$ cat src/rtl/fir_ctrl_pkg.sv
// Shared types and width helpers for the FIR frame sequencer.
package fir_ctrl_pkg;

    typedef enum logic [1:0] {
        IDLE,
        STREAM,
        FLUSH,
        DRAIN
    } state_t;

    localparam int FIR_DATA_WL = 12;

    // Entry layout at the default sample width; the FIFO stores
    // the same {last, data} packing at whatever DATA_WL is built.
    typedef struct packed {
        logic                   last;
        logic [FIR_DATA_WL-1:0] data;
    } fifo_entry_t;

    function automatic int fifo_cnt_w(input int depth);
        return $clog2(depth + 1);
    endfunction

    function automatic int flush_cnt_w(input int taps);
        return $clog2(taps);
    endfunction

    function automatic int out_cnt_w(input int max_out);
        return $clog2(max_out + 1);
    endfunction

endpackage

$ cat src/rtl/fir_sample_fifo.sv
// Synchronous sample FIFO with occupancy count; async active-low reset.
module fir_sample_fifo
    import fir_ctrl_pkg::*;
#(
    parameter int WIDTH = 13,
    parameter int DEPTH = 16,
    parameter int CNT_W = fifo_cnt_w(DEPTH)
) (
    input  logic             clk,
    input  logic             rst,
    input  logic             i_push,
    input  logic [WIDTH-1:0] i_wdata,
    input  logic             i_pop,
    output logic [WIDTH-1:0] o_rdata,
    output logic [CNT_W-1:0] o_count
);

    localparam int PTR_W = $clog2(DEPTH);

    logic [WIDTH-1:0] r_mem [DEPTH];
    logic [PTR_W-1:0] r_wr_ptr;
    logic [PTR_W-1:0] r_rd_ptr;
    logic [CNT_W-1:0] r_count;

    always_ff @(posedge clk) begin
        if (i_push) begin
            r_mem[r_wr_ptr] <= i_wdata;
        end
    end

    always_ff @(posedge clk or negedge rst) begin
        if (!rst) begin
            r_wr_ptr <= '0;
            r_rd_ptr <= '0;
            r_count  <= '0;
        end else begin
            if (i_push) begin
                r_wr_ptr <= r_wr_ptr + 1'b1;
            end
            if (i_pop) begin
                r_rd_ptr <= r_rd_ptr + 1'b1;
            end
            if (i_push && !i_pop) begin
                r_count <= r_count + 1'b1;
            end else if (!i_push && i_pop) begin
                r_count <= r_count - 1'b1;
            end
        end
    end

    assign o_rdata = r_mem[r_rd_ptr];
    assign o_count = r_count;

endmodule

$ cat src/rtl/fir_frame_ctrl.sv
// Frame sequencer in front of the FIR: issue, zero-flush, drain, delimit.
// FIR_CTRL_TIMEOUT_EN adds a DRAIN watchdog with a sticky err output.
module fir_frame_ctrl
    import fir_ctrl_pkg::*;
#(
    parameter int DATA_WL         = 12,
    parameter int NUM_TAPS        = 30,
    parameter int FIFO_DEPTH      = 16,
    parameter int MAX_OUTSTANDING = 64
`ifdef FIR_CTRL_TIMEOUT_EN
   ,parameter int TIMEOUT_CYC     = 256
`endif
) (
    input  logic               clk,
    input  logic               rst,
    input  logic [DATA_WL-1:0] s_data,
    input  logic               s_valid,
    input  logic               s_last,
    output logic               s_ready,
    output logic [DATA_WL-1:0] fir_data_in,
    output logic               fir_in_valid,
    input  logic [DATA_WL-1:0] fir_data_out,
    input  logic               fir_out_valid,
    output logic [DATA_WL-1:0] m_data,
    output logic               m_valid,
    output logic               m_last,
    output logic               busy
`ifdef FIR_CTRL_TIMEOUT_EN
   ,output logic               err
`endif
);

    localparam int QCNT_W = fifo_cnt_w(FIFO_DEPTH);
    localparam int FCNT_W = flush_cnt_w(NUM_TAPS);
    localparam int OCNT_W = out_cnt_w(MAX_OUTSTANDING);
    localparam int ENT_W  = DATA_WL + 1;

    localparam logic [FCNT_W-1:0] FLUSH_LAST =
        FCNT_W'(NUM_TAPS - 2);
    localparam logic [QCNT_W-1:0] FIFO_FULL =
        QCNT_W'(FIFO_DEPTH);
    localparam logic [OCNT_W-1:0] OUT_ONE = OCNT_W'(1);

    state_t              r_state;
    state_t              w_state_nxt;
    logic [FCNT_W-1:0]   r_flush_cnt;
    logic [FCNT_W-1:0]   w_flush_nxt;
    logic [OCNT_W-1:0]   r_outstanding;
    logic [OCNT_W-1:0]   w_out_nxt;
    logic                r_fir_in_valid;
    logic                w_in_valid_nxt;
    logic [DATA_WL-1:0]  r_fir_data_in;
    logic [DATA_WL-1:0]  w_data_nxt;
    logic                r_rdy_en;
    logic [DATA_WL-1:0]  r_m_data;
    logic                r_m_valid;
    logic                r_m_last;

    logic                w_push;
    logic                w_pop;
    logic [ENT_W-1:0]    w_push_ent;
    logic [ENT_W-1:0]    w_head;
    logic                w_head_last;
    logic [DATA_WL-1:0]  w_head_data;
    logic [QCNT_W-1:0]   w_fifo_cnt;
    logic                w_empty;
    logic                w_full;
    logic                w_out_acc;
    logic                w_last_hit;
    logic                w_timeout;

    assign w_empty     = (w_fifo_cnt == '0);
    assign w_full      = (w_fifo_cnt == FIFO_FULL);
    assign s_ready     = r_rdy_en && !w_full;
    assign w_push      = s_valid && s_ready;
    assign w_push_ent  = {s_last, s_data};
    assign w_head_last = w_head[DATA_WL];
    assign w_head_data = w_head[DATA_WL-1:0];

    fir_sample_fifo #(
        .WIDTH (ENT_W),
        .DEPTH (FIFO_DEPTH),
        .CNT_W (QCNT_W)
    ) u_fifo (
        .clk     (clk),
        .rst     (rst),
        .i_push  (w_push),
        .i_wdata (w_push_ent),
        .i_pop   (w_pop),
        .o_rdata (w_head),
        .o_count (w_fifo_cnt)
    );

    // Results with nothing in flight are stale (e.g. from before reset).
    assign w_out_acc  = fir_out_valid && (r_outstanding != '0);
    assign w_last_hit = w_out_acc && (r_state == DRAIN) &&
                        (r_outstanding == OUT_ONE) &&
                        !r_fir_in_valid;

`ifdef FIR_CTRL_TIMEOUT_EN
    localparam int TO_W = $clog2(TIMEOUT_CYC + 1);
    localparam logic [TO_W-1:0] TO_LIMIT = TO_W'(TIMEOUT_CYC);

    logic [TO_W-1:0] r_to_cnt;
    logic            r_err;

    assign w_timeout = (r_state == DRAIN) && (r_to_cnt == TO_LIMIT);
    assign err       = r_err;

    always_ff @(posedge clk or negedge rst) begin
        if (!rst) begin
            r_to_cnt <= '0;
            r_err    <= 1'b0;
        end else begin
            if (r_state != DRAIN || fir_out_valid) begin
                r_to_cnt <= '0;
            end else if (!w_timeout) begin
                r_to_cnt <= r_to_cnt + 1'b1;
            end
            if (w_timeout) begin
                r_err <= 1'b1;
            end
        end
    end
`else
    assign w_timeout = 1'b0;
`endif

    always_comb begin
        w_state_nxt    = r_state;
        w_flush_nxt    = r_flush_cnt;
        w_pop          = 1'b0;
        w_in_valid_nxt = 1'b0;
        w_data_nxt     = '0;
        unique case (r_state)
            IDLE: begin
                if (!w_empty) begin
                    w_state_nxt = STREAM;
                end
            end
            STREAM: begin
                if (!w_empty) begin
                    w_pop          = 1'b1;
                    w_in_valid_nxt = 1'b1;
                    w_data_nxt     = w_head_data;
                    if (w_head_last) begin
                        w_state_nxt = FLUSH;
                        w_flush_nxt = '0;
                    end
                end
            end
            FLUSH: begin
                w_in_valid_nxt = 1'b1;
                if (r_flush_cnt == FLUSH_LAST) begin
                    w_state_nxt = DRAIN;
                end else begin
                    w_flush_nxt = r_flush_cnt + 1'b1;
                end
            end
            DRAIN: begin
                // The final flush strobe is still on the wire in the
                // first DRAIN cycle and is not yet counted.
                if (r_outstanding == '0 && !r_fir_in_valid) begin
                    w_state_nxt = IDLE;
                end
            end
            default: begin
                w_state_nxt = IDLE;
            end
        endcase
        if (w_timeout) begin
            w_state_nxt = IDLE;
        end
    end

    always_comb begin
        w_out_nxt = r_outstanding;
        if (r_fir_in_valid && !w_out_acc) begin
            w_out_nxt = r_outstanding + 1'b1;
        end else if (!r_fir_in_valid && w_out_acc) begin
            w_out_nxt = r_outstanding - 1'b1;
        end
        if (w_timeout) begin
            w_out_nxt = '0;
        end
    end

    always_ff @(posedge clk or negedge rst) begin
        if (!rst) begin
            r_state        <= IDLE;
            r_flush_cnt    <= '0;
            r_outstanding  <= '0;
            r_fir_in_valid <= 1'b0;
            r_fir_data_in  <= '0;
            r_rdy_en       <= 1'b0;
        end else begin
            r_state        <= w_state_nxt;
            r_flush_cnt    <= w_flush_nxt;
            r_outstanding  <= w_out_nxt;
            r_fir_in_valid <= w_in_valid_nxt;
            r_fir_data_in  <= w_data_nxt;
            r_rdy_en       <= 1'b1;
        end
    end

    always_ff @(posedge clk or negedge rst) begin
        if (!rst) begin
            r_m_data  <= '0;
            r_m_valid <= 1'b0;
            r_m_last  <= 1'b0;
        end else begin
            r_m_valid <= w_out_acc;
            r_m_last  <= w_last_hit;
            if (w_out_acc) begin
                r_m_data <= fir_data_out;
            end
        end
    end

    assign fir_data_in  = r_fir_data_in;
    assign fir_in_valid = r_fir_in_valid;
    assign m_data       = r_m_data;
    assign m_valid      = r_m_valid;
    assign m_last       = r_m_last;
    assign busy         = (r_state != IDLE);

endmodule
$ cat config.mk
export PLATFORM = sky130hd
export DESIGN_NAME = fir_frame_ctrl
export DESIGN_NICKNAME = d
export VERILOG_FILES = /design/src/rtl/fir_ctrl_pkg.sv /design/src/rtl/fir_sample_fifo.sv /design/src/rtl/fir_frame_ctrl.sv
export SDC_FILE = /design/constraint.sdc
export NUM_CORES = 1
export LEC_CHECK = 0
export CAP_MARGIN = 20
export CORE_MARGIN = 2
export CORE_UTILIZATION = 45
export CTS_BUF_LIST = sky130_fd_sc_hd__clkbuf_8
export DETAILED_ROUTE_END_ITERATION = 12
export GPL_TIMING_DRIVEN = 0
export PLACE_DENSITY = 0.68
export SYNTH_ARGS = -nofsm -noshare
export SYNTH_HDL_FRONTEND = slang
export SYNTH_SLANG_ARGS = --single-unit
export TNS_END_PERCENT = 30
$ cat constraint.sdc
create_clock -name clk -period 4.4 [get_ports clk]
set_input_delay 0.44 -clock clk [delete_from_list [all_inputs] [get_ports clk]]
set_output_delay 0.44 -clock clk [all_outputs]
set_load 0.05 [all_outputs]
==> results of run 1 <==
-- power by group through the flow --
| stage | Clock [mW] | Combinational (mW) | Sequential, mW |
|---|---|---|---|
| 3_3_place_gp | 0 | 2.65 | 3.17 |
| 4_1_cts | 2.09 | 2.75 | 3.14 |
| 5_1_grt | 2.19 | 2.93 | 3.17 |
| 6_report | 2.04 | 2.72 | 3.14 |
| 3_5_place_dp | 0 | 2.73 | 3.19 |
| 2_1_floorplan | 0 | 1.69 | 3.42 |
-- cells in the final DEF, fill, tap and decap left out, types with 3 or more instances in the layout --
| cell | instances |
|---|---|
| inv_1 | 36 |
| xnor2_1 | 11 |
| a21oi_1 | 3 |
| nand3_1 | 9 |
| mux2_2 | 12 |
| a211oi_1 | 25 |
| nand2_1 | 16 |
| o21ai_0 | 9 |
| and2_1 | 16 |
| clkdlybuf4s50_1 | 56 |
| buf_4 | 6 |
| o21ai_1 | 4 |
| mux4_2 | 50 |
| clkbuf_1 | 14 |
| ha_1 | 21 |
| dfrtp_1 | 55 |
| edfxtp_1 | 208 |
| buf_2 | 6 |
| xor2_1 | 6 |
| clkinv_2 | 4 |
| clkbuf_8 | 50 |
| nor2_1 | 8 |
| nor2b_1 | 14 |
| mux2i_1 | 25 |
| nor3_1 | 6 |
| nand4_1 | 5 |
-- kinds of logic after synthesis --
logic type / Yosys count
muxes: 88
and+or+nand+nor: 87
other: 1
adders and majority gates: 22
AOI/OAI and AO/OA: 52
DFF: 263
buffers and inverters: 45
xor gates and xnor gates: 17
-- state kept, by name (all words and copies together), names as in the netlist --
name / flops
fir_data_in: 12
r_outstanding: 7
fir_in_valid: 1
r_rdy_en: 1
m_last: 1
u_fifo.o_count: 5
u_fifo.r_wr_ptr: 4
m_valid: 1
u_fifo.r_mem: 208
r_state: 2
u_fifo.r_rd_ptr: 4
m_data: 12
r_flush_cnt: 5
-- cell usage after synthesis, types with 2 or more instances --
cell type	instances
dfrtp_1	55
buf_1	2
nor3_1	6
and2_1	16
xnor2_1	11
edfxtp_1	208
nand2_1	16
xor2_1	6
inv_1	15
a21oi_1	3
nand3b_1	2
o21a_1	2
ha_1	21
o21ai_0	9
buf_2	5
clkbuf_1	14
nand4_1	5
mux2_2	12
nor2_2	2
a211oi_1	25
nor2b_1	14
nand3_1	9
o21ai_1	4
mux4_2	50
buf_4	6
inv_2	2
nor3b_1	2
mux2i_1	25
nor2_1	8
-- layout make-up --
type                       instances  share of cell area (%)
sequential                       263                    61.0
clock inverter                    28                    1.29
inverter                          17                   0.510
timing repair buffer              59                    4.76
clock buffer                      50                    5.50
buffer                            28                    1.20
tap                              319                    3.19
multi-input combinational        267                    22.6
-- worst paths after layout --
| check | endpoint | cells past startpoint | slack (ps) | start |
|---|---|---|---|---|
| worst max-delay path | u_fifo.o_count[4]$_DFFE_PN0P_ | 13 | 680 | u_fifo.o_count[1]$_DFFE_PN0P_ |
| worst min-delay path | r_outstanding[4]$_DFFE_PN0P_ | 2 | 420 | rst |
| worst max register to register | u_fifo.o_count[4]$_DFFE_PN0P_ | 13 | 680 | u_fifo.o_count[1]$_DFFE_PN0P_ |
| worst min register to register | m_data[11]$_DFFE_PN0P_ | 1 | 510 | m_data[11]$_DFFE_PN0P_ |
| max in group asynchronous | u_fifo.r_wr_ptr[1]$_DFFE_PN0P_ | 3 | 3360 | rst |
| min in group clk | m_data[11]$_DFFE_PN0P_ | 1 | 510 | m_data[11]$_DFFE_PN0P_ |
-- critical path: stages, from the launching register on --
cell,delay (ps)
dfrtp_1,420
or4_1,620
nor2_2,260
nor2b_1,150
inv_2,190
buf_2,340
ha_1,300
inv_1,120
ha_1,300
nor2b_1,140
o21a_1,170
or3_1,300
a21oi_1,200
xnor2_1,140
-- metrics by stage --
stage | cell area [um^2] | hold slack [ps] | utilization [%] | std cells | setup slack (ps)
CTS | 12500 | 417 | 53.6 | 1031 | 676
global placement | 11600 | 487 | 49.8 | 951 | 778
detailed placement | 11600 | 473 | 49.9 | 952 | 704
floorplan | 10700 | 144 | - | 575 | 1260
finish | 12500 | 423 | 53.6 | 1031 | 678
global route | 12500 | 468 | 53.6 | 1031 | 488
-- layer usage --
metal  up-vias  global-route usage (%)  part of all wire (%)
met5         -                       0                     0
met4         0                    5.84                   1.9
met3        31                    3.45                   6.0
met2       186                    31.9                    51
met1      2875                    23.4                    41
li1       2468                       -                     -
==> flow_metrics.py, run 1 <==
metrics = {
    "run_status": {
        "status": "complete, no violations",
    },
    "timing": {
        "finalCritPeriodShare_pct": 84.6,
        "relSlewSlack_pct": 41.2,
        "maxClockFrequency_mhz": 269,
        "rsz0062_at_grt": "false",
        "hold_viol": 0,
        "fin_crit_ps": 3720,
        "fin_skew_ps": 32.1,
        "setup_viol": 0,
        "timing.final.max_slew_violations": 0,
        "tns_ps": 0,
        "tightest_slew_ps": 882,
    },
    "logic_synthesis": {
        "seq_area_frac_synth_pct": 71.5,
        "mappedNetlistArea_um2": 10700,
        "ys_seq_elements": 263,
        "synth_xor_area_share_pct": 1.40,
        "synth-edff-count": 208,
        "synthSimpleGateAreaFrac_pct": 4.60,
        "synth_compound_area_share_pct": 3.49,
        "synth_area_leaders": "edfxtp_1 (59%), dfrtp_1 (13%), mux4_2 (11%), ha_1 (2.5%), mux2i_1 (2.3%)",
        "async_flop_share_pct": 20.9,
        "synthFlopType": "edfxtp_1",
        "muxShareOfSynthArea_pct": 14.3,
        "yosys.area.top_type": "edfxtp_1",
        "synth.avg_cell_area_um2": 18.5,
        "synthCells": 575,
        "synth_fp_nets": 626,
        "yosysTopAreaCellShare_pct": 58.6,
        "synth-warning-count": 0,
        "synthDistinctLibCells": 49,
        "synth_top_family_by_area": "multiplexers",
        "synth_fa_ha_area_share_pct": 2.65,
    },
    "power": {
        "swShare_pct": 34.0,
        "switching_power_mw": 2.69,
        "p_int_mw": 5.21,
        "p_clk_share_pct": 25.8,
        "p_per_area_nw_per_um2": 632,
        "p_leak_nw": 4.42,
        "pwr-share-seq_pct": 39.8,
        "p_total_mw": 7.90,
        "combPwrFrac_pct": 34.4,
        "ir_drop_uv": 495,
    },
    "clock_tree": {
        "cts_buffers": 42,
        "h-tree-depth": 2,
        "clk_pin_slew_ps": 60,
        "cts.sinks": 263,
        "cts_tree": "built",
        "root_buffer": "clkbuf_8",
        "postCtsResizedCells": 0,
        "hold_buffers": 1,
        "cts_post_setup_buffers_inserted": 0,
        "cts.path.max_buffers": 3,
        "clock_latency_ps": 560,
    },
    "drt": {
        "finalWirelength_mm": 22.0,
        "final_antenna_net_count": 0,
        "vias": 5560,
        "firstDrtPassIters": 4,
        "dr.first_iter.drc_count": 506,
        "drc": 0,
        "via_per_inst": 5.39,
        "wl_per_cell_um": 21.4,
    },
    "grt": {
        "grt_pass1_vias": 5900,
        "grt_pass1_wl_mm": 33.8,
        "gr-total-overflow": 0,
        "antenna_found_initial": 0,
        "grt_max_degree": 34,
        "grt_util_all_layers_pct": 18.4,
    },
    "placed_design": {
        "port_buffers": 57,
        "place_hpwl_mm": 13.9,
        "gp_congestion": 0.775,
    },
    "final_layout": {
        "seqCellArea_um2": 7620,
        "areaGrowthSynthToFinish_pct": 17.3,
        "n_antenna_cell": 0,
        "nNetsFinal": 729,
        "multi_input_area_um2": 2820,
        "drive_gt1_share_pct": 19.8,
        "nFillCells": 1856,
    },
    "flow_run": {
        "max_cap_violations": 0,
    },
    "floorplanning": {
        "start_util_pct": 45.7,
        "die_area_um2": 24900,
        "die_x_um": 158,
        "pin_count": 58,
        "core_area_um2": 23300,
        "num_rows": 56,
        "die_y_um": 158,
    },
    "min_path": {
        "hold_path.class": "input port to asynchronous set/reset pin",
    },
    "worst_setup_path": {
        "cp_max_fo": 10,
        "crit_path_end_kind": "register",
        "worstPathRequired_ps": 4850,
        "critical_path_class": "register to register",
        "start_kind": "register",
        "arrival_ps": 4170,
    },
}
(Power assumes the default switching activity.)
==> run 2: changes to the inputs <==
==> constraint.sdc (replaced) <==
create_clock -name clk -period 3.6 [get_ports clk]
set_input_delay 0.36 -clock clk [delete_from_list [all_inputs] [get_ports clk]]
set_output_delay 0.36 -clock clk [all_outputs]
set_load 0.05 [all_outputs]
==> run 2 against run 1 <==
Critical path depth stayed put. Highest routed layer unchanged. Sequential power is 22% higher. Sequential share of layout area is 0.067 points lower. Via count is 0.76% higher. Flip-flop and latch count stayed put. Final area is 0.11% higher. Total power is 22% higher. Combinational power is 23% higher.
==> flow_metrics.py, run 2 (synthesis gave the netlist of run 1 again) <==
metrics = {
    "power": {
        "swShare_pct": 34.0,
        "p_leak_nw": 4.42,
        "switching_power_mw": 3.29,
        "ir_drop_uv": 605,
        "pwr-share-seq_pct": 39.7,
        "p_clk_share_pct": 25.8,
        "combPwrFrac_pct": 34.5,
        "p_per_area_nw_per_um2": 773,
        "p_int_mw": 6.38,
    },
    "placed_design": {
        "place_hpwl_mm": 13.9,
        "dpl_cell_area_um2": 11600,
        "gp_congestion": 0.775,
        "port_buffers": 57,
    },
    "worst_setup_path": {
        "path_cells": "or4_1, nor2_4, nor2b_1, inv_2, buf_6, ha_2, inv_1, ha_1, nor2b_1, o21a_1, or3_1, a21oi_1, xnor2_1",
        "crit_top_cell": "nor2b_1",
        "cp_max_fo": 10,
        "start_kind": "register",
        "crit_family": "simple AND/OR/NAND/NOR gates",
        "arrival_ps": 3900,
        "crit_path_end_kind": "register",
        "worst_path_max_delay_cell": "or4_1",
        "critical_path_class": "register to register",
        "max_stage_delay_ps": 620,
        "worstPathRequired_ps": 4050,
        "critPathBufInv": 3,
    },
    "final_layout": {
        "drive_gt1_share_pct": 19.9,
        "final_common_cell": "edfxtp_1",
        "post-route-cell-area_um2": 12500,
        "n_antenna_cell": 0,
        "nFillCells": 1855,
        "mostFrequentLayoutCells": "edfxtp_1 (208), clkdlybuf4s50_1 (56), dfrtp_1 (55), mux4_2 (50), clkbuf_8 (50)",
        "largest_register_ffs": 208,
        "nNetsFinal": 729,
        "regMostFlops": "u_fifo.r_mem",
        "post-route-util_pct": 53.6,
        "areaGrowthSynthToFinish_pct": 17.4,
    },
    "floorplanning": {
        "core_area_um2": 23300,
        "die_y_um": 158,
        "die_area_um2": 24900,
        "pin_count": 58,
        "start_util_pct": 45.7,
        "num_rows": 56,
        "die_x_um": 158,
    },
    "timing": {
        "maxClockFrequency_mhz": 290,
        "hold_viol": 0,
        "finalCritPeriodShare_pct": 95.7,
        "tns_ps": 0,
        "tightest_slew_ps": 897,
        "fin_skew_ps": 33.1,
        "setup_viol": 0,
        "rsz0062_at_grt": "false",
        "relSlewSlack_pct": 40.2,
        "timing.final.max_slew_violations": 0,
        "fin_crit_ps": 3440,
    },
    "grt": {
        "grt_max_degree": 34,
        "gr-total-overflow": 0,
        "grt_pass1_wl_mm": 33.8,
        "antenna_found_initial": 0,
        "grt_util_all_layers_pct": 18.4,
        "grt_pass1_vias": 5900,
    },
    "clock_tree": {
        "h-tree-depth": 2,
        "root_buffer": "clkbuf_8",
        "cts.path.max_buffers": 3,
        "clk_pin_slew_ps": 60,
        "clock_latency_ps": 560,
        "cts_buffers": 42,
        "cts_tree": "built",
        "cts.sinks": 263,
    },
    "min_path": {
        "hold_path.class": "input port to asynchronous set/reset pin",
    },
    "drt": {
        "drc": 0,
        "firstDrtPassIters": 5,
        "vias": 5602,
        "finalWirelength_mm": 22.1,
        "via_per_inst": 5.43,
        "wl_per_cell_um": 21.4,
        "final_antenna_net_count": 0,
        "dr.first_iter.drc_count": 501,
    },
    "flow_run": {
        "max_cap_violations": 0,
    },
    "run_status": {
        "status": "complete, no violations",
    },
}
==> run 2: cell counts in the layout (fill, tap and decap cells not counted) <==
Identical to the previous run, type by type.
==> run 2: final cells by class <==
class / instances / area, um^2 / share of cell area (%)
Sequential cell: 263 / 7620 / 60.9
Multi-Input combinational cell: 267 / 2830 / 22.6
Clock buffer: 50 / 688 / 5.50
Timing Repair Buffer: 59 / 596 / 4.76
Tap cell: 319 / 399 / 3.19
Clock inverter: 28 / 161 / 1.29
Buffer: 28 / 156 / 1.25
Inverter: 17 / 63.8 / 0.510
==> run 2: path summary, 6_finish.rpt <==
path,endpoint,startpoint,cells after the start,slack (ps)
worst max-delay path,u_fifo.o_count[4]$_DFFE_PN0P_,u_fifo.o_count[0]$_DFFE_PN0P_,13,160
worst min-delay path,fir_data_in[0]$_DFF_PN0_,rst,2,340
worst max register to register,u_fifo.o_count[4]$_DFFE_PN0P_,u_fifo.o_count[0]$_DFFE_PN0P_,13,160
worst min register to register,m_data[11]$_DFFE_PN0P_,m_data[11]$_DFFE_PN0P_,1,510
max in group asynchronous,u_fifo.o_count[2]$_DFFE_PN0P_,rst,3,2640
min in group clk,m_data[0]$_DFFE_PN0P_,fir_data_out[0],2,430
==> run 2: worst reg2reg max path, stage by stage, from the launching register on <==
cell and delay, ps:
dfrtp_1 420, or4_1 620, nor2_4 200, nor2b_1 120
inv_2 190, buf_6 210, ha_2 240, inv_1 90
ha_1 300, nor2b_1 140, o21a_1 170, or3_1 300
a21oi_1 200, xnor2_1 140
==> run 2: repair_timing <==
item,in CTS,in global routing
setup buffers,0,0
hold endpoints to repair,22,0
endpoints found under the setup margin,1,1
hold buffers,1,0
gates resized for setup,2,2
cloned,0,0
==> run 2: stage by stage <==
| stage | hold WS, ps | power [mW] | cells | worst slack [ps] |
|---|---|---|---|---|
| after floorplan | 64.4 | 6.24 | 575 | 457 |
| after global placement | 487 | 7.12 | 951 | -22.2 |
| after detailed placement | 393 | 7.24 | 952 | -96.2 |
| after CTS | 337 | 9.76 | 1031 | 59.1 |
| after global routing | 388 | 10.2 | 1031 | 1.19 |
| final | 340 | 9.67 | 1031 | 156 |
==> run 2: power groups by stage <==
| stage | logic, mW | registers, mW | clock network (mW) |
|---|---|---|---|
| 6_report | 3.34 | 3.84 | 2.49 |
| 3_5_place_dp | 3.34 | 3.90 | 0 |
| 5_1_grt | 3.60 | 3.88 | 2.67 |
| 4_1_cts | 3.36 | 3.84 | 2.55 |
| 3_3_place_gp | 3.24 | 3.87 | 0 |
| 2_1_floorplan | 2.06 | 4.17 | 0 |
==> run 2: metal layers <==
layer  wire length (um)  vias to the layer above  track usage, %
met5                  0                        -               0
met4                427                        0            5.84
met3               1440                       34            3.45
met2              11300                      203            31.9
met1               8890                     2899            23.4
li1                   -                     2466               -
==> patch 1: new RTL, flow settings as in run 2 <==
Change the parameter `NUM_TAPS` from 30 to 15.
--- a/src/rtl/fir_frame_ctrl.sv
+++ b/src/rtl/fir_frame_ctrl.sv
@@ -4,7 +4,7 @@
     import fir_ctrl_pkg::*;
 #(
     parameter int DATA_WL         = 12,
-    parameter int NUM_TAPS        = 30,
+    parameter int NUM_TAPS        = 15,
     parameter int FIFO_DEPTH      = 16,
     parameter int MAX_OUTSTANDING = 64
 `ifdef FIR_CTRL_TIMEOUT_EN
Check against the original RTL: same outputs for any inputs over 10 cycles, from zero or initial values and one cycle with rst low; that may be too few to reach the edited logic, so the function may still have changed.
==> patch 1 against run 2 <==
Global-route usage hardly changed; synthesized cell count is 3.0% higher; final area is 0.93% lower; power is 1.5% lower; sequential cell count is 1 lower; worst setup slack better by 0.17 ns; utilization is 0.50 points lower; first-iteration DRC count is 17% higher; clock power is 5% lower; wire length is 0.26% higher; via count hardly changed; area after synthesis is 0.35% lower; critical path depth stayed put; non-clock buffer count is 1 lower; critical path type unchanged; critical endpoint unchanged.
==> patch 1: results (changes against run 2) <==
stage	metric	value	unit	change
final_layout	largest_register_ffs	208		unchanged
sta	whs	0.270	ns	-0.0696 ns
power_and_ir_drop	ir_worst_vdd	0.629	mV	+3.9%
logic_synthesis	yosysSeqAreaShare	71.5	%	about the same
final_layout	buffers	86		-1.1%
logic_synthesis	synth_area_leaders	edfxtp_1 59%, dfrtp_1 13%, mux4_2 8.9%, ha_1 2.4%, mux2i_1 2.1%		
final_layout	clock_area_share	6.28	%	-0.51 points
critical_path	regToRegSetupSlack	0.33	ns	+0.17 ns
final_layout	flops_and_latches	262		-0.38%
final_layout	seq_area_share	61.3	%	+0.37 points
global_routing	first_global_vias	5849		-0.86%
logic_synthesis	synth_nets	642		+2.6%
clocking	clockRootBuffer	clkbuf_8		
critical_path	r2r-start	u_fifo.o_count[0]$_DFFE_PN0P_		
final_layout	mostFrequentLayoutCell	edfxtp_1		
logic_synthesis	synth_edf_count	208		unchanged
sta	finClkSkew	0.0326	ns	-0.000486 ns
power_and_ir_drop	leakage	4.45	nW	+0.61%
placement	placedCellCount	969		+1.8%
sta	clock.fmax	306	MHz	+5.3%
critical_path	cp_slowest_cell	dfrtp_1		
clocking	clockBufferDepth	3		unchanged
routing	vias	5604		+0.036%
min_path	hp-class	input pin to asynchronous set/reset pin		
clocking	numCtsBuffers	42		unchanged
routing	vias_per_cell	5.36		-1.3%
logic_synthesis	synthCells	592		+3.0%
routing	drt-initial-drc-count	587		+17%
logic_synthesis	ys_async_sr_fraction	20.6	%	-0.30 points
routing	wl_per_cell	21.2	um	-1.1%
outcome	status	finished, final reports clean		
global_routing	grt_max_degree	40		+18%
final_layout	nonClockInverterCount	14		-3
global_routing	grt_util_all_layers	18.4	%	about the same
final_layout	drive_gt1_share	16.9	%	-3.0 points
global_routing	grt_pass1_wl	33.6	mm	-0.67%
logic_synthesis	synth_commonest_cells	208 x edfxtp_1, 54 x dfrtp_1, 52 x nand2_1		
placement	gp_congestion	0.770		-0.61%
final_layout	comb.multi_input.count	289		+8.2%
final_layout	fillers	1880		+1.3%
final_layout	clock_buffers	45		-10%
placement	hpwl	13.9	mm	-0.41%
final_layout	nonClkBufAreaFrac	6.31	%	+0.30 points
critical_path	rr_worst_depth	13		unchanged
placement	place_ws	0.176	ns	+0.272 ns
final_layout	multi_input_area_share	22.5	%	-0.10 points
critical_path	critical_path.top_delay_family	simple AND/OR/NAND/NOR gates		
final_layout	antenna_cells	0		unchanged
final_layout	nets	745		+2.2%
critical_path	crit_arrival	3.68	ns	-0.22 ns
sta	tightest_slew	0.863	ns	-0.0338 ns
routing	drt_first_pass_iters	5		unchanged
logic_synthesis	synth_cell_types	50		+2.0%
global_routing	antenna_found_initial	0		unchanged
critical_path	slowest_delay	0.45	ns	-0.17 ns
logic_synthesis	synthFlopType	edfxtp_1		
[patch 1: cell families (layout without fill, tap and decap cells)]
logic type               Yosys count  in the layout  synth area share (%)
AND/OR/NAND/NOR                  121            121                  5.63
buffers and inverters             41            175                  2.25
other                              1              1                0.0353
flip-flops                       262            262                  71.5
XOR/XNOR                          18             18                  1.48
AO/OA/AOI/OAI                     56             56                  3.79
adder cells (fa/ha/maj)           21             21                  2.55
multiplexers                      72             72                  12.7
[patch 1: worst max path at each step]
stage	startpoint	endpoint	slack, ns	cells past startpoint
after floorplan	u_fifo.o_count[0]$_DFFE_PN0P_	u_fifo.o_count[4]$_DFFE_PN0P_	0.50	12
after global placement	u_fifo.o_count[0]$_DFFE_PN0P_	u_fifo.o_count[4]$_DFFE_PN0P_	0.26	13
after detailed placement	u_fifo.o_count[0]$_DFFE_PN0P_	u_fifo.o_count[4]$_DFFE_PN0P_	0.18	13
after CTS	u_fifo.o_count[0]$_DFFE_PN0P_	u_fifo.o_count[4]$_DFFE_PN0P_	0.18	13
after global routing	u_fifo.o_count[0]$_DFFE_PN0P_	u_fifo.o_count[4]$_DFFE_PN0P_	0.06	13
final	u_fifo.o_count[0]$_DFFE_PN0P_	u_fifo.o_count[4]$_DFFE_PN0P_	0.33	13
[patch 1: per-layer routing]
layer  share of wire [%]  up-vias  global-route usage, %
met1                  43     2884                   24.0
met4                 2.1        0                   6.23
li1                    -     2499                      -
met2                  50      180                   31.1
met5                   0        -                      0
met3                 5.6       41                   3.53
[patch 1: what timing repair did]
action                                  in CTS  in global routing
gates resized for setup                      0                  1
setup buffers                                0                  0
hold buffers                                 1                  0
hold endpoints to repair                    15                  0
endpoints found under the setup margin       0                  1
[patch 1: worst register-to-register path: stages, from the launching register on]
cell and delay (ns):
dfrtp_1 0.45, nor4_2 0.34, nand2b_1 0.19, and2_1 0.24, inv_2 0.17, buf_2 0.30, ha_1 0.23, inv_1 0.11
fa_1 0.41, a21o_1 0.18, a21oi_1 0.18, xnor2_1 0.14, nor2_1 0.07, xor2_1 0.15
[patch 1: through the flow]
stage          area [um^2]  total power, mW
6_report             12400             9.52
5_1_grt              12400             9.99
4_1_cts              12400             9.61
3_5_place_dp         11600             7.22
3_3_place_gp         11600             7.10
2_1_floorplan        10600             6.22
[patch 1: report_power, final]
| group | switching, mW | internal (mW) | leakage [nW] | total, mW |
|---|---|---|---|---|
| registers | 0.219 | 3.63 | 2.55 | 3.85 |
| logic | 1.90 | 1.40 | 1.43 | 3.30 |
| clock network | 1.14 | 1.23 | 0.469 | 2.37 |
| total | 3.26 | 6.26 | 4.45 | 9.52 |
==> patch 2: new RTL, config.mk and constraints of run 2 <==
Made on the original files. The 4 states of `state_t` get a Gray code encoding in 2 bits.
--- a/src/rtl/fir_ctrl_pkg.sv
+++ b/src/rtl/fir_ctrl_pkg.sv
@@ -2,10 +2,10 @@
 package fir_ctrl_pkg;
 
     typedef enum logic [1:0] {
-        IDLE,
-        STREAM,
-        FLUSH,
-        DRAIN
+        IDLE   = 2'b00,
+        STREAM = 2'b01,
+        FLUSH  = 2'b11,
+        DRAIN  = 2'b10
     } state_t;
 
     localparam int FIR_DATA_WL = 12;
Behaviour: no difference found for any inputs over 10 cycles, from zero or initial values and one cycle with rst low; not proved beyond that.
==> patch 2 against run 2 <==
Combinational power is 30% lower; wire length shrank 0.39%; sequential cell count did not move; global-route usage rose by 0.57 points; die area decreased by 2.2%; critical endpoint unchanged; area after synthesis down 2.3%; sequential share of layout area is 0.94 points higher; power decreased by 13%; final cell count decreased by 5.9%; utilization grew 0.63 points; final area fell by 1.5%; via count fell by 3.1%; worst setup slack improved by 0.25 ns.
==> patch 2: results (changes against run 2) <==
stage	metric	value	unit	change
placement	placedCellCount	897		-5.8%
logic_synthesis	yosysSeqAreaShare	73.2	%	+1.7 points
global_routing	first_global_vias	5791		-1.8%
final_layout	drive_gt1_share	22.6	%	+2.7 points
placement	hpwl	14.0	mm	+0.77%
sta	whs	0.326	ns	-0.0136 ns
routing	drt_first_pass_iters	4		-1
critical_path	rr_worst_depth	12		-1
final_layout	nets	702		-3.7%
logic_synthesis	synth_nets	588		-6.1%
global_routing	grt_pass1_wl	33.8	mm	-0.14%
logic_synthesis	synth_cell_types	42		-14%
critical_path	crit_arrival	3.64	ns	-0.26 ns
logic_synthesis	synth_area_leaders	edfxtp_1 60%, dfrtp_1 13%, mux4_2 13%, ha_1 1.9%, mux2_1 1.3%		
logic_synthesis	synth_commonest_cells	208 x edfxtp_1, 60 x mux4_2, 55 x dfrtp_1		
final_layout	fillers	1752		-5.6%
routing	wl_per_cell	22.7	um	+5.9%
routing	drt-initial-drc-count	518		+3.4%
critical_path	r2r-start	r_state[0]$_DFFE_PN0P_		
clocking	numCtsBuffers	41		-2.4%
power_and_ir_drop	leakage	4.31	nW	-2.5%
power_and_ir_drop	ir_worst_vdd	0.378	mV	-37%
placement	place_ws	0.359	ns	+0.455 ns
critical_path	regToRegSetupSlack	0.41	ns	+0.25 ns
sta	finClkSkew	0.0284	ns	-0.00468 ns
global_routing	grt_util_all_layers	19.0	%	+0.57 points
global_routing	grt_max_degree	36		+5.9%
sta	tightest_slew	1.04	ns	+0.139 ns
outcome	status	finished, final reports clean		
final_layout	stdcell_count	970		-5.9%
patch 2: what timing repair did:
| action | in CTS | in global routing |
|---|---|---|
| hold buffers | 1 | 0 |
| gates resized for setup | 0 | 1 |
| endpoints found under the hold margin | 20 | 0 |
| endpoints found under the setup margin | 0 | 1 |
patch 2: critical path, cell delays in order, from the launching register on:
cell,delay (ns)
dfrtp_1,0.33
buf_2,0.19
nor2b_1,0.16
a21boi_1,0.70
inv_2,0.08
ha_1,0.29
inv_1,0.16
ha_1,0.26
nor2b_1,0.13
o21a_1,0.18
or3_1,0.31
a21oi_1,0.18
xnor2_1,0.14
patch 2: layout make-up:
cell class / instances / share of cell area (%)
inverter: 15 / 0.457
clock buffer: 44 / 4.91
multi-input combinational: 239 / 21.6
timing repair buffer: 71 / 6.08
sequential: 263 / 61.8
buffer: 25 / 1.02
tap: 285 / 2.89
clock inverter: 28 / 1.21
patch 2: logic make-up after synthesis:
kind of cell	share of synthesized area, %
AO/OA/AOI/OAI	1.73
XOR/XNOR	1.51
adder cells (fa/ha/maj)	2.11
buffers and inverters	1.74
flip-flops	73.2
multiplexers	15.3
other	0.0360
AND/OR/NAND/NOR	4.33
patch 2: worst max path at each step:
stage,endpoint,cells past startpoint,from,slack (ns)
2_1_floorplan,u_fifo.o_count[4]$_DFFE_PN0P_,12,u_fifo.o_count[0]$_DFFE_PN0P_,0.27
3_3_place_gp,u_fifo.r_mem[3][8]$_DFFE_PP_,5,s_valid,-0.42
3_5_place_dp,u_fifo.o_count[4]$_DFFE_PN0P_,12,u_fifo.o_count[0]$_DFFE_PN0P_,0.36
4_1_cts,u_fifo.o_count[4]$_DFFE_PN0P_,12,u_fifo.o_count[1]$_DFFE_PN0P_,0.33
5_1_grt,u_fifo.o_count[4]$_DFFE_PN0P_,12,r_state[0]$_DFFE_PN0P_,0.09
6_report,u_fifo.o_count[4]$_DFFE_PN0P_,12,r_state[0]$_DFFE_PN0P_,0.41
patch 2: metal layers:
layer | vias up | track usage (%) | wire (um)
met1 | 2778 | 23.6 | 8710
met3 | 62 | 4.42 | 1600
met5 | - | 0 | 0
met2 | 220 | 32.8 | 11100
met4 | 0 | 6.64 | 631
li1 | 2367 | - | -
patch 2: stage by stage:
step                      instance area (um^2)  utilization (%)
after detailed placement                 11600             50.9
final                                    12300             54.3
after global placement                   11300             49.9
after CTS                                12300             54.2
after global routing                     12300             54.3
after floorplan                          10400                -
patch 2: where the power goes:
part | switching, mW | leakage (nW) | internal (mW)
logic | 1.25 | 1.31 | 1.07
registers | 0.185 | 2.56 | 3.58
clock network | 1.12 | 0.442 | 1.20
total | 2.56 | 4.31 | 5.86
